==> config.mk <==
export PLATFORM = sky130hd
export DESIGN_NAME = eep_spi_slave_flat
export DESIGN_NICKNAME = d
export VERILOG_FILES = /design/src/rtl/dso_spi_pkg.sv /design/src/rtl/eep_spi_slave_if.sv /design/src/rtl/spi_sync_edge.sv /design/src/rtl/eep_spi_slave.sv /design/src/flat_wrapper.sv
export SDC_FILE = /design/constraint.sdc
export NUM_CORES = 1
export LEC_CHECK = 0
export CORE_MARGIN = 5
export CORE_UTILIZATION = 55
export DETAILED_ROUTE_END_ITERATION = 7
export PLACE_DENSITY = 0.82
export SLEW_MARGIN = 10
export SYNTH_ARGS = -nofsm -noshare
export SYNTH_HDL_FRONTEND = slang
export SYNTH_SLANG_ARGS = --single-unit
==> constraint.sdc <==
create_clock -name clk -period 4 [get_ports clk]
set_input_delay 0.4 -clock clk [delete_from_list [all_inputs] [get_ports clk]]
set_output_delay 0.4 -clock clk [all_outputs]
set_load 0.01 [all_outputs]
==> src/rtl/dso_spi_pkg.sv <==
// Shared definitions for the calibration-EEPROM SPI responder.
//  FRAME_W  : bits per SPI frame
//  OP_*     : opcode values carried in cmd[15:14]
//  state_e  : frame-handling FSM states
package dso_spi_pkg;

  localparam int FRAME_W = 16;

  localparam logic [1:0] OP_READ  = 2'b00;
  localparam logic [1:0] OP_WRITE = 2'b01;

  typedef enum logic [1:0] {
    IDLE,
    SHIFT,
    EXEC
  } state_e;

endpackage

==> src/rtl/eep_spi_slave_if.sv <==
// SPI pin bundle between the DSO SPI master and the EEPROM responder.
//  SCLK : SPI clock, mode 0 (idle low)
//  SS_n : active-low slave select
//  MOSI : master-to-slave data, MSB first
//  MISO : slave-to-master data, MSB first
interface eep_spi_slave_if;

  logic SCLK;
  logic SS_n;
  logic MOSI;
  logic MISO;

  modport master (output SCLK, output SS_n, output MOSI, input MISO);
  modport slave  (input SCLK, input SS_n, input MOSI, output MISO);

endinterface

==> src/rtl/spi_sync_edge.sv <==
// Multi-flop synchronizer for one asynchronous SPI pin, with edge pulses.
//  clk, rst : system clock, synchronous active-high reset
//  d        : asynchronous input
//  q        : synchronized level (last stage)
//  rise     : 1-cycle pulse, 0->1 seen between the last two stages
//  fall     : 1-cycle pulse, 1->0 seen between the last two stages
module spi_sync_edge #(
  parameter int   STAGES  = 3,
  parameter logic RST_VAL = 1'b0
) (
  input  logic clk,
  input  logic rst,
  input  logic d,
  output logic q,
  output logic rise,
  output logic fall
);

  logic [STAGES-1:0] sync_q;
  logic [STAGES-1:0] sync_d;

  always_comb begin
    sync_d = {sync_q[STAGES-2:0], d};
  end

  always_ff @(posedge clk) begin
    if (rst) begin
      sync_q <= {STAGES{RST_VAL}};
    end else begin
      sync_q <= sync_d;
    end
  end

  assign q    = sync_q[STAGES-1];
  assign rise =  sync_q[STAGES-2] & ~sync_q[STAGES-1];
  assign fall = ~sync_q[STAGES-2] &  sync_q[STAGES-1];

endmodule

==> src/rtl/eep_spi_slave.sv <==
// SPI slave model of the calibration EEPROM (64x8 byte store).
// Each 16-bit frame is {op[1:0], addr[5:0], wdata[7:0]}; READ data is
// returned in the low byte of the following frame.
//  clk, rst : system clock (>= 8x SCLK), synchronous active-high reset
//  spi      : SCLK/SS_n/MOSI in, MISO out (slave modport)
//  cmd      : last complete frame received
//  cmd_rdy  : 1-cycle pulse, cmd valid and command executed
//  frm_err  : 1-cycle pulse, SS_n rose with a bit count other than FRAME_W
module eep_spi_slave
  import dso_spi_pkg::*;
#(
  parameter int ADDR_W  = 6,
  parameter int SYNC_FF = 3
) (
  input  logic                 clk,
  input  logic                 rst,
  eep_spi_slave_if.slave       spi,
  output logic [FRAME_W-1:0]   cmd,
  output logic                 cmd_rdy,
  output logic                 frm_err
);

  localparam int FLUSH_W = $clog2(SYNC_FF + 1);

  // Synchronized pins and edge pulses
  logic sclk_sync_unused, sclk_rise, sclk_fall;
  logic ss_sync, ss_rise, ss_fall;
  logic mosi_sync, mosi_rise_unused, mosi_fall_unused;

  spi_sync_edge #(.STAGES(SYNC_FF), .RST_VAL(1'b0)) u_sync_sclk (
    .clk(clk), .rst(rst), .d(spi.SCLK),
    .q(sclk_sync_unused), .rise(sclk_rise), .fall(sclk_fall)
  );

  spi_sync_edge #(.STAGES(SYNC_FF), .RST_VAL(1'b1)) u_sync_ss (
    .clk(clk), .rst(rst), .d(spi.SS_n),
    .q(ss_sync), .rise(ss_rise), .fall(ss_fall)
  );

  spi_sync_edge #(.STAGES(SYNC_FF), .RST_VAL(1'b0)) u_sync_mosi (
    .clk(clk), .rst(rst), .d(spi.MOSI),
    .q(mosi_sync), .rise(mosi_rise_unused), .fall(mosi_fall_unused)
  );

  // Byte store, not reset
  logic [7:0] mem [0:2**ADDR_W-1];

  state_e             state_q,   state_d;
  logic [4:0]         bit_cnt_q, bit_cnt_d;
  logic [FRAME_W-1:0] rx_q,      rx_d;
  logic [FRAME_W-1:0] tx_q,      tx_d;
  logic [FRAME_W-1:0] cmd_q,     cmd_d;
  logic               cmd_rdy_q, cmd_rdy_d;
  logic               frm_err_q, frm_err_d;
  logic               miso_q,    miso_d;
  logic [7:0]         rd_byte_q;
  logic [FLUSH_W-1:0] flush_q,   flush_d;
  logic               armed_q,   armed_d;

  logic [1:0]         exec_op;
  logic [ADDR_W-1:0]  exec_addr;
  logic               flush_done;

  assign exec_op   = rx_q[15:14];
  assign exec_addr = rx_q[8 +: ADDR_W];

  // The SS_n synchronizer resets to 1, so a reset taken while SS_n is held
  // low would otherwise look like a fresh ss_fall and start a bogus frame.
  // New frames are only accepted once the chain has flushed and SS_n has
  // genuinely been seen high.
  assign flush_done = (flush_q == FLUSH_W'(SYNC_FF));

  always_comb begin
    state_d   = state_q;
    bit_cnt_d = bit_cnt_q;
    rx_d      = rx_q;
    tx_d      = tx_q;
    cmd_d     = cmd_q;
    cmd_rdy_d = 1'b0;
    frm_err_d = 1'b0;
    flush_d   = flush_done ? flush_q : flush_q + 1'b1;
    armed_d   = armed_q | (flush_done & ss_sync);

    unique case (state_q)
      IDLE: begin
        if (ss_fall && armed_q) begin
          tx_d      = {8'h00, rd_byte_q};
          bit_cnt_d = '0;
          state_d   = SHIFT;
        end
      end
      SHIFT: begin
        // End of frame wins over any SCLK edge seen in the same cycle
        if (ss_rise) begin
          if (bit_cnt_q == 5'(FRAME_W)) begin
            state_d = EXEC;
          end else begin
            frm_err_d = 1'b1;
            state_d   = IDLE;
          end
        end else begin
          if (sclk_rise) begin
            rx_d = {rx_q[FRAME_W-2:0], mosi_sync};
            if (bit_cnt_q != 5'd31) begin
              bit_cnt_d = bit_cnt_q + 5'd1;
            end
          end
          if (sclk_fall) begin
            tx_d = {tx_q[FRAME_W-2:0], 1'b0};
          end
        end
      end
      EXEC: begin
        cmd_d     = rx_q;
        cmd_rdy_d = 1'b1;
        state_d   = IDLE;
      end
      default: state_d = IDLE;
    endcase

    miso_d = (state_d == SHIFT) ? tx_d[FRAME_W-1] : 1'b0;
  end

  always_ff @(posedge clk) begin
    if (rst) begin
      state_q   <= IDLE;
      bit_cnt_q <= '0;
      rx_q      <= '0;
      tx_q      <= '0;
      cmd_q     <= '0;
      cmd_rdy_q <= 1'b0;
      frm_err_q <= 1'b0;
      miso_q    <= 1'b0;
      flush_q   <= '0;
      armed_q   <= 1'b0;
    end else begin
      state_q   <= state_d;
      bit_cnt_q <= bit_cnt_d;
      rx_q      <= rx_d;
      tx_q      <= tx_d;
      cmd_q     <= cmd_d;
      cmd_rdy_q <= cmd_rdy_d;
      frm_err_q <= frm_err_d;
      miso_q    <= miso_d;
      flush_q   <= flush_d;
      armed_q   <= armed_d;
    end
  end

  always_ff @(posedge clk) begin
    if (state_q == EXEC && exec_op == OP_WRITE) begin
      mem[exec_addr] <= rx_q[7:0];
    end
  end

  // Registered read port; only updated by a READ in EXEC
  always_ff @(posedge clk) begin
    if (rst) begin
      rd_byte_q <= 8'h00;
    end else if (state_q == EXEC && exec_op == OP_READ) begin
      rd_byte_q <= mem[exec_addr];
    end
  end

  assign spi.MISO = miso_q;
  assign cmd      = cmd_q;
  assign cmd_rdy  = cmd_rdy_q;
  assign frm_err  = frm_err_q;

endmodule

==> src/flat_wrapper.sv <==
// flat-port wrapper written by rule: the top's interface ports become plain ports
module eep_spi_slave_flat import dso_spi_pkg::*;
#(
  parameter int ADDR_W  = 6,
  parameter int SYNC_FF = 3
)
  (clk, rst, cmd, cmd_rdy, frm_err, spi_SCLK, spi_SS_n, spi_MOSI, spi_MISO);
  eep_spi_slave_if spi_i ();
  input  logic clk;
  input  logic rst;
  output logic [FRAME_W-1:0] cmd;
  output logic cmd_rdy;
  output logic frm_err;
  input wire logic [$bits(spi_i.SCLK)-1:0] spi_SCLK;
  input wire logic [$bits(spi_i.SS_n)-1:0] spi_SS_n;
  input wire logic [$bits(spi_i.MOSI)-1:0] spi_MOSI;
  output wire logic [$bits(spi_i.MISO)-1:0] spi_MISO;
  assign spi_i.SCLK = spi_SCLK;
  assign spi_i.SS_n = spi_SS_n;
  assign spi_i.MOSI = spi_MOSI;
  assign spi_MISO = spi_i.MISO;
  eep_spi_slave #(.ADDR_W(ADDR_W), .SYNC_FF(SYNC_FF)) u_core (.clk(clk), .rst(rst), .spi(spi_i), .cmd(cmd), .cmd_rdy(cmd_rdy), .frm_err(frm_err));
endmodule
* Word-level counts from Yosys, hierarchy flattened
Memories as Yosys holds them, arrays and structs flattened. A register that Yosys moved wholly into a read port is not among the register bits.
Index checks and enable logic that the tools add are counted.
W data, S select, Z words.
** Word-level totals
- Flip-flop bits (word level) :: 70
- Memory bits (writable) :: 512
- Bits of input ports :: 5
- Output and inout bits :: 19
- Word-level logic and storage cells :: 70
- Memories :: 1
** Memory list
- u_core.mem :: words 64, bits a word 8, read ports 1, clocked after Yosys merged registers in 1, wr ports 1, RTL line eep_spi_slave.sv:46 : logic [7:0] mem [0:2**ADDR_W-1];
** Cells by class
- $add $sub $neg :: 2
- Equal/unequal tests :: 12
- Mux-type cells :: 17
- Bitwise gates (word level) :: 13
- Reductions and logical operators :: 11
** Operators by type and width (number)
- $mux W16 :: 3
- $pmux W16 S2 :: 1
- $mux W5 :: 4
- $pmux W5 S2 :: 1
- $ne A2 B1 Y1 const B :: 4
- $not A1 Y1 :: 7
- $eq A2 B1 Y1 const B :: 3
- $mux W2 :: 3
- $add A5 B1 Y5 const B :: 1
- $and A1 B1 Y1 :: 5
- $eq A5 B5 Y1 const B :: 1
- $ne A5 B5 Y1 const B :: 1
- $reduce_and A5 Y1 :: 1
- $eq A2 B2 Y1 const B :: 2
- $logic_not A2 Y1 :: 2
- $mux W1 :: 4
- $pmux W2 S2 :: 1
- $reduce_and A4 Y1 :: 1
- $logic_and A1 B1 Y1 :: 3
- $reduce_and A3 Y1 :: 1
- $reduce_or A3 Y1 :: 1
- $add A2 B1 Y2 const B :: 1
- $ne A2 B2 Y1 const B :: 1
- $reduce_bool A2 Y1 :: 1
- other kinds (2) :: 2

* Logic depth before layout (Yosys ltp)
- Depth in word-level cells :: 8
- Gate-level depth with buffers :: 9
- Mapped depth without buffers :: 7

* By module
A second synthesis with hierarchy kept.
** Second synthesis, totals
- Cells, all modules :: 1220
- Area, all modules :: 22681.8 um^2
** Modules (own cells, without submodules)
- eep_spi_slave :: times used 1, cells each 1196, area each 22406.5 um^2, sequential area each 16756.1 um^2
- spi_sync_edge at u_core.u_sync_mosi ... :: times used 2, cells each 8, area each 91.3 um^2, sequential area each 60.1 um^2
- spi_sync_edge at u_core.u_sync_ss :: times used 1, cells each 8, area each 92.6 um^2, sequential area each 60.1 um^2

* Worst setup path before layout
No wires, ideal clock.
- Path kind :: register -> register
- Start point :: register u_core.rx_q[8]
- End point :: memory u_core.mem[15][0] (enable)
- Library setup time :: 370 ps
- Arrival time :: 2003 ps
- Required time :: 3630 ps
- Path slack :: 1627 ps
- Stages on the path, launching flop included :: 9
- Path buffers :: 5
- Clock period less this slack :: 2373 ps
- Cell sequence :: dfxtp_1 buf_6 buf_6 buf_6 buf_4 buf_4 and4b_1 nand3_1 nor2_1
** RTL lines
- from (decl) :: RTL line eep_spi_slave.sv:50 : logic [FRAME_W-1:0] rx_q, rx_d;
- from (signal assigned) :: RTL line eep_spi_slave.sv:139 : rx_q <= rx_d;
- to (decl) :: RTL line eep_spi_slave.sv:46
No word-level cell before the write port.

* Worst setup path after layout
- Start point :: register u_core.state_q[0]
- End point :: memory u_core.mem[18][1] (enable)
** On the way
- Cells in the longest elaborated chain, start to end :: 4
** RTL lines
- from (decl) :: RTL line eep_spi_slave.sv:48 : state_e state_q, state_d;
- from (signal assigned) :: RTL line eep_spi_slave.sv:137 : state_q <= state_d;
- $eq A2 B2 Y1 :: RTL line eep_spi_slave.sv:151 : if (state_q == EXEC && exec_op == OP_WRITE) begin
- $logic_and A1 B1 Y1 :: RTL line eep_spi_slave.sv:151
- $mux W1 :: RTL line eep_spi_slave.sv:151
- $mux W1 (not written as such) :: RTL line eep_spi_slave.sv:152 : mem[exec_addr] <= rx_q[7:0];
No other way between the ends.

==> results.json <==
{
  "postCtsHoldBufs": 0,
  "fin_crit_sh_pct": 79.9,
  "clock-sinks": 590,
  "layout_commonest_cell": "edfxtp_1",
  "tightest_slew_ns": 1.08,
  "area_growth_pct": 10.7,
  "ys_top_cells_by_area": "edfxtp_1 (67%), mux4_2 (9.8%), dfxtp_1 (6.8%), mux2i_1 (3.2%), nor2_1 (1.9%)",
  "crit_fanout": 19,
  "die_y_um": 214,
  "fin_total_pwr_uw": 11800,
  "min_path_type": "in2reg",
  "cts_resized": 0,
  "placed_area_um2": 23500,
  "dp_cells": 1800,
  "syn_nets": 1308,
  "clk_pin_slew_ns": 0.06,
  "synth_area_leader_cell": "edfxtp_1",
  "post_cts.repair.setup_buffers": 0,
  "final_max_slew_viol_count": 0,
  "cts_max_level": 2,
  "critPathRequiredTime_ns": 4.22,
  "synth-async-reset-ratio_pct": 0,
  "worstSkewPairLatency_ns": 0.59,
  "io_pins": 24,
  "wl_met2_mm": 24.3,
  "port_buffers": 23,
  "final_layout_size_suffix_gt1_share_pct": 17.7,
  "timing.hold.ws_ns": 0.387,
  "finalHoldViolCount": 0,
  "grt_remaining_overflow": 0,
  "diodes": 0,
  "yosys_warnings": 0,
  "fin_crit_ns": 3.20,
  "rows": 74,
  "synth_edf_count": 512,
  "routed.top_layer": "met5",
  "grtUsageTotal_pct": 21.9,
  "met3_length_mm": 5.24,
  "netlist.area_leader.share_pct": 67.2,
  "rsz0062_at_grt": "false",
  "gp_congestion": 0.945,
  "grt_pass1_vias": 12300,
  "synth_seq_cells": 590,
  "outcome": "complete, no violations",
  "synthCells": 1299,
  "relSlewSlack_pct": 27.6,
  "initial_utilization_pct": 55.8,
  "wirelength_mm": 50.8,
  "coreArea_um2": 41000,
  "crit_type": "reg2reg",
  "vias": 12300,
  "cts_buffer_depth": 3,
  "layout.cells.non_filler": 1902,
  "tritoncts": "built",
  "cap_viol_max_count": 0,
  "fmax_mhz": 313,
  "vdd_drop_max_mv": 0.354,
  "final_cell_mix": "edfxtp_1 (512), nor2_1 (116), mux4_2 (100)",
  "power.leakage_uw": 0.00800,
  "post-dp-hpwl_mm": 29.9,
  "grt_pass1_wl_mm": 77.4,
  "antenna_found_initial": 2,
  "synth_area_per_cell_um2": 17.6,
  "grt_max_degree": 78,
  "crit_path_end_kind": "flip-flop",
  "design.die.area_um2": 45800,
  "synth.yosys.seq_area_share_pct": 74.1,
  "nets": 1333,
  "setup_viol": 0,
  "wl_met1_mm": 19.6,
  "dr.pass1.iters": 6,
  "drt_iter0_markers": 1908,
  "arrival_ns": 3.41,
  "vias_per_cell": 6.45,
  "ant_nets": 0,
  "setup_tns_ns": 0,
  "drc": 0,
  "cts_made_buffers": 54,
  "cts_root_buf": "clkbuf_16",
  "ys.flop_type": "edfxtp_1",
  "fin_area_um2": 25300,
  "die_x_um": 214,
  "synth_cell_type_count": 53,
  "startpoint_type": "flip-flop",
  "wl_per_cell_um": 26.7,
  "cellPowerDensity_nw_per_um2": 467,
  "fin_skew_ns": 0.0233,
  "syn_area_um2": 22900
}
## report_power, final
group | switching (µW) | internal (µW)
Clock | 2190 | 2980
Combinational | 24.5 | 15.6
Sequential | 5.72 | 6590
Total | 2220 | 9590
## worst paths after layout
path                              start                          to  slack (ns)  depth (start not counted)
max                   u_core.state_q[0]           u_core.mem[18][1]        0.80                          4
max reg2reg           u_core.state_q[0]           u_core.mem[18][1]        0.80                          4
min reg2reg  u_core.u_sync_ss.sync_q[0]  u_core.u_sync_ss.sync_q[1]        0.42                          1
min                            spi_SS_n  u_core.u_sync_ss.sync_q[0]        0.39                          2
## sequential cells by signal (all words and copies together) (netlist names)
register	flops
u_core.bit_cnt_q	5
u_core.mem	512
u_core.frm_err	1
u_core.state_q	2
u_core.u_sync_mosi.sync_q	3
u_core.rx_q	16
u_core.rd_byte_q	8
u_core.tx_q	16
u_core.armed_q	1
u_core.cmd_rdy	1
u_core.cmd	16
u_core.u_sync_sclk.sync_q	3
u_core.u_sync_ss.sync_q	3
u_core.flush_q	2
u_core.spi.MISO	1
## metal layers
layer  GRT usage (%)  vias up
li1                -     5161
met1            30.7     6181
met2            35.3      786
met3            4.79      134
met4            6.44        2
met5               0        -
## cells in the mapped netlist (6+ instances only)
cell type and count:
mux2_2 22, o21ai_0 13, edfxtp_1 512, nand3_1 6, buf_2 17, o22ai_1 44, nor2b_1 14, inv_1 6
a22oi_1 15, or2_2 7, nand2_1 91, a22o_1 7, nor3_1 12, nor2_1 116, a21oi_1 44, a211oi_1 11
nand2b_1 8, buf_4 10, dfxtp_1 78, clkbuf_1 34, mux4_2 100, mux2i_1 73, buf_6 9
## metrics by stage
step	util [%]	setup slack [ns]
after floorplan	-	1.63
after global placement	57.4	1.05
after detailed placement	57.4	0.922
after CTS	61.7	0.873
after global routing	61.7	0.676
final	61.7	0.804
## cell families after synthesis
group	count (synthesis)	synth area share, %
AOI/OAI and AO/OA	146	4.06
muxes	195	14.1
xor gates and xnor gates	1	0.0383
adders and majority gates	4	0.219
and+or+nand+nor	279	5.45
DFF	590	74.1
buffers and inverters	84	2.05
## critical path: stages (launching register included)
cell and delay [ns]:
dfxtp_1 0.39, nand2b_1 0.50, nor4b_2 0.56, nand2_1 0.57, nor2_1 0.80
## area by class of cell
class,instances,area (µm²)
Clock buffer,70,1430
Clock inverter,32,350
Fill cell,2711,15700
Inverter,7,26.3
Multi-Input combinational cell,625,5470
Sequential cell,590,17000
Tap cell,532,666
Timing Repair Buffer,46,423
(Power assumes the default switching activity.)
